`config.mk`:
```
export PLATFORM = sky130hd
export DESIGN_NAME = tick_timer
export DESIGN_NICKNAME = d
export VERILOG_FILES = /design/src/rtl/tick_timer_pkg.sv /design/src/rtl/tick_timer.sv
export SDC_FILE = /design/constraint.sdc
export NUM_CORES = 1
export LEC_CHECK = 0
export CORE_MARGIN = 5
export CORE_UTILIZATION = 43
export CTS_BUF_LIST = sky130_fd_sc_hd__clkbuf_4 sky130_fd_sc_hd__clkbuf_8 sky130_fd_sc_hd__clkbuf_16
export DETAILED_ROUTE_END_ITERATION = 7
export PLACE_DENSITY = 0.85
export SLEW_MARGIN = 30
export SYNTH_ARGS = -nofsm -noshare
export SYNTH_HDL_FRONTEND = slang
export SYNTH_SLANG_ARGS = --single-unit
```
`constraint.sdc`:
```
create_clock -name CLK_IN -period 1.9 [get_ports CLK_IN]
set_input_delay 0.19 -clock CLK_IN [delete_from_list [all_inputs] [get_ports CLK_IN]]
set_output_delay 0.19 -clock CLK_IN [all_outputs]
set_load 0.03 [all_outputs]
```
`src/rtl/tick_timer_pkg.sv`:
```
// Shared definitions for the tick-enable consumer timers: state encoding and
// default counter width.
package tick_timer_pkg;

  localparam int unsigned DefCntWidth = 12;

  localparam logic [1:0] ST_IDLE   = 2'b00;
  localparam logic [1:0] ST_RUN    = 2'b01;
  localparam logic [1:0] ST_EXPIRE = 2'b10;

endpackage

```
`src/rtl/tick_timer.sv`:
```
// Programmable tick counter with one-shot / periodic modes, start/stop control,
// a single-cycle expiry pulse and a sticky expiry flag.
module tick_timer
  import tick_timer_pkg::*;
#(
  parameter int unsigned         CntWidth    = DefCntWidth,
  parameter logic [CntWidth-1:0] ResetPeriod = '0
) (
  input  logic                CLK_IN,
  input  logic                RESET_N,
  input  logic                TICK_EN,
  input  logic                START,
  input  logic                STOP,
  input  logic                RELOAD_EN,
  input  logic [CntWidth-1:0] PERIOD,
  output logic                BUSY,
  output logic                DONE_O,
  output logic                EXPIRED,
  output logic [CntWidth-1:0] COUNT_O
);

  logic [1:0]          state, state_nxt;
  logic                reload_mode, reload_mode_nxt;
  logic                done, done_nxt;
  logic                expired, expired_nxt;
  logic [CntWidth-1:0] count, count_nxt;

  function automatic logic [CntWidth-1:0] sat_dec(input logic [CntWidth-1:0] v);
    return (v == '0) ? '0 : v - CntWidth'(1);
  endfunction

  always_comb begin
    state_nxt       = state;
    reload_mode_nxt = reload_mode;
    done_nxt        = 1'b0;
    expired_nxt     = expired;
    count_nxt       = count;

    if (STOP) begin
      state_nxt = ST_IDLE;
    end else if (START) begin
      // A restart discards any expiry that would have happened this cycle.
      reload_mode_nxt = RELOAD_EN;
      count_nxt       = PERIOD;
      expired_nxt     = 1'b0;
      state_nxt       = (PERIOD == '0) ? ST_EXPIRE : ST_RUN;
    end else begin
      case (state)
        ST_RUN: begin
          if (TICK_EN) begin
            if (count <= CntWidth'(1)) begin
              done_nxt    = 1'b1;
              expired_nxt = 1'b1;
              // A zero period at reload would expire every cycle, so stop instead.
              if (reload_mode && (PERIOD != '0)) begin
                count_nxt = PERIOD;
              end else begin
                count_nxt = '0;
                state_nxt = ST_IDLE;
              end
            end else begin
              count_nxt = sat_dec(count);
            end
          end
        end
        ST_EXPIRE: begin
          done_nxt    = 1'b1;
          expired_nxt = 1'b1;
          count_nxt   = '0;
          state_nxt   = ST_IDLE;
        end
        default: state_nxt = ST_IDLE;
      endcase
    end
  end

  always_ff @(posedge CLK_IN) begin
    if (!RESET_N) begin
      state       <= ST_IDLE;
      reload_mode <= 1'b0;
      done        <= 1'b0;
      expired     <= 1'b0;
      count       <= ResetPeriod;
    end else begin
      state       <= state_nxt;
      reload_mode <= reload_mode_nxt;
      done        <= done_nxt;
      expired     <= expired_nxt;
      count       <= count_nxt;
    end
  end

  assign BUSY    = (state == ST_RUN);
  assign DONE_O  = done;
  assign EXPIRED = expired;
  assign COUNT_O = count;

endmodule
```
==> run_results.csv <==
group,metric,value,unit
detailed_routing,wl_per_cell,18.55,um
place,dp_cells,242,
sta,worst_slew_pin_slew,0.3689,ns
clock_network,path_clk_slew,0.13,ns
yosys,syn_inst,146,
power_and_ir_drop,power_frac_clock,17.7,%
layout,antennaDiodeCount,0,
setup_path,crit_required,2.16,ns
layout,drive_gt1_share,38.81,%
power_and_ir_drop,power_switching,0.4804,mW
sta,max_slew_margin,75.37,%
power_and_ir_drop,p_int,0.7646,mW
sta,skew,0.007877,ns
hold_path,min_path_type,"in -> reg",
floorplan,dieArea,0.004065,mm^2
sta,drv_slew,0,
detailed_routing,firstDrtPassIters,5,
yosys,synthesis.nets,169,
sta,period_needed,1.866,ns
power_and_ir_drop,peakVddDrop,0.5674,mV
setup_path,cp-endpoint,"COUNT_O[10]",
detailed_routing,finalWirelength,4637,um
clock_network,clk_latency,0.31,ns
floorplan,die_h,63.76,um
yosys,yosysSeqAreaShare,27.39,%
global_routing,track_usage,22.40,%
sta,fin_crit_sh,98.19,%
layout,final_common_cell,"buf_4",
clock_network,cts_root_buf,"clkbuf_4",
status,status,"complete, no violations",
power_and_ir_drop,leakagePower,0.8106,nW
place,port_buffers,32,
yosys,ys.flop_type,"dfxtp_1",
setup_path,critPathArrivalTime,2.12,ns
power_and_ir_drop,power_density,622.7,mW/mm^2
detailed_routing,first_iter_violations,104,
global_routing,grt_pass1_vias,1579,
place,place_hpwl,3603,um
detailed_routing,viasPerCell,6.184,
floorplan,core.rowCount,19,
setup_path,endpoint_kind,"flop",
yosys,synth_edf_count,0,
floorplan,die_w,63.76,um
yosys,syn-cell-area,0.001242,mm^2
power_and_ir_drop,p_comb_share,48.9,%
layout,syn_to_final_growth,60.93,%
detailed_routing,ant_nets,0,
clock_network,numCtsBuffers,3,
setup_path,reg2reg_depth,7,
sta,max_freq,0.5360,GHz
clock_network,htree_levels,1,
floorplan,pin_count,33,
yosys,synthArstFlopShare,0,%
layout,fin_area,0.001999,mm^2
clock_network,cts.sinks,17,
layout,final_cells,250,
layout,post-route-util,72.50,%
layout,nets,243,
setup_path,r2r_start,"COUNT_O[0]",
setup_path,path_max_fanout,6,
floorplan,core,0.002758,mm^2
setup_path,cp-start-kind,"flop",
place,place_congestion,1.013,
yosys,syn_avg_cell_area,8.510,um^2
global_routing,grt_overflow,0,
job,drv_cap,0,
sta,fin_setup_tns,0,ns
setup_path,crit_start,"COUNT_O[0]",
sta,final_hold_viol_count,0,
sta,setup_viol,0,
power_and_ir_drop,finalPower,1.245,mW
global_routing,antenna_found_initial,0,
detailed_routing,num_vias,1546,
setup_path,regToRegEndpoint,"COUNT_O[10]",
yosys,synth-seq-cells,17,
yosys,ys_warn_count,0,
floorplan,start_util,45.05,%
power_and_ir_drop,switching_share,38.59,%
place,placed_area,0.001883,mm^2
clock_network,cts_hold_buf,0,
global_routing,grt_max_degree,11,
global_routing,grt_pass1_wl,7376,um
clock_network,cts_tree,"done",
setup_path,path_class,"reg -> reg",
power_and_ir_drop,p_seq_share,33.4,%
yosys,netlist-cell-type-count,54,
clock_network,clockBufferDepth,2,
detailed_routing,drcViolationCount,0,
layout,final_cell_mix,"buf_4 (41), clkdlybuf4s50_1 (32), nand2_1 (16)",
setup_path,r2r_setup_slack,0.03,ns
-- state kept, by name, summed over array words and instances, names as in the netlist --
register,count
COUNT_O,12
state,2
DONE_O,1
EXPIRED,1
reload_mode,1
-- per-layer routing --
layer	global-route usage [%]	wire, um
met1	26.85	1802
met2	39.59	2332
met3	4.028	384
met4	8.312	117
met5	0	0
-- logic make-up after synthesis --
kind of cell / count (synthesis) / synth area share, %
flops: 17 / 27.39
xor+xnor: 1 / 0.7051
fa+ha+maj: 5 / 5.035
simple gates: 69 / 35.55
buf+inv: 14 / 4.935
compound gates: 40 / 26.39
-- worst max-delay path, cell delays in order, from the launching register on --
cell and delay, ns:
dfxtp_2 0.35, buf_4 0.15, ha_1 0.23, nor3_2 0.22
nand4b_4 0.21, or4b_1 0.44, o21ai_1 0.09, a22o_1 0.12
-- synth_stat cells (3+ instances only) --
master / instances / area (um^2)
a21oi_1: 7 / 35.03
a221o_1: 3 / 30.03
a22o_1: 5 / 43.79
a31o_2: 3 / 26.28
a31oi_1: 3 / 18.77
dfxtp_1: 17 / 340.3
ha_1: 5 / 62.56
inv_1: 10 / 37.54
nand2_1: 16 / 60.06
nand3_1: 7 / 35.03
nand4_1: 4 / 25.02
nor2_1: 9 / 33.78
nor3_1: 6 / 30.03
nor4_1: 3 / 18.77
-- worst min-delay path by stage --
stage / from / depth (start not counted) / to
floorplan: PERIOD[0] / 1 / COUNT_O[0]
detailed placement: reload_mode / 2 / reload_mode
CTS: RELOAD_EN / 3 / reload_mode
global placement: reload_mode / 2 / reload_mode
finish: RELOAD_EN / 3 / reload_mode
global route: RELOAD_EN / 3 / reload_mode
-- layout make-up --
cell class	count	area, um^2
Tap cell	31	38.79
Multi-Input combinational cell	115	918.4
Fill cell	214	758.2
Sequential cell	17	349.1
Timing Repair Buffer	73	628.1
Clock buffer	3	22.52
Clock inverter	1	5.005
Inverter	10	37.54
-- metrics by stage --
step / hold WS (ns) / setup slack, ns
4_1_cts: 0.4501 / 0.001686
3_3_place_gp: 0.4730 / -0.1091
5_1_grt: 0.4403 / -0.06414
6_report: 0.4450 / 0.03445
2_1_floorplan: 0.3226 / -0.004046
3_5_place_dp: 0.4852 / -0.1252
-- power by group through the flow --
stage	Clock (mW)	Combinational (mW)	Sequential (mW)
after CTS	0.216	0.567	0.413
after global routing	0.237	0.644	0.419
final	0.220	0.609	0.416
after floorplan	0	0.252	0.465
after detailed placement	0	0.558	0.420
after global placement	0	0.550	0.418
-- repair_timing --
action	in CTS	in global routing
buffers inserted	2	2
gates resized for setup	4	16
setup endpoints to repair	4	14
pin swaps	1	6
hold endpoints to repair	0	0
Power figures use the tool's default switching activity.
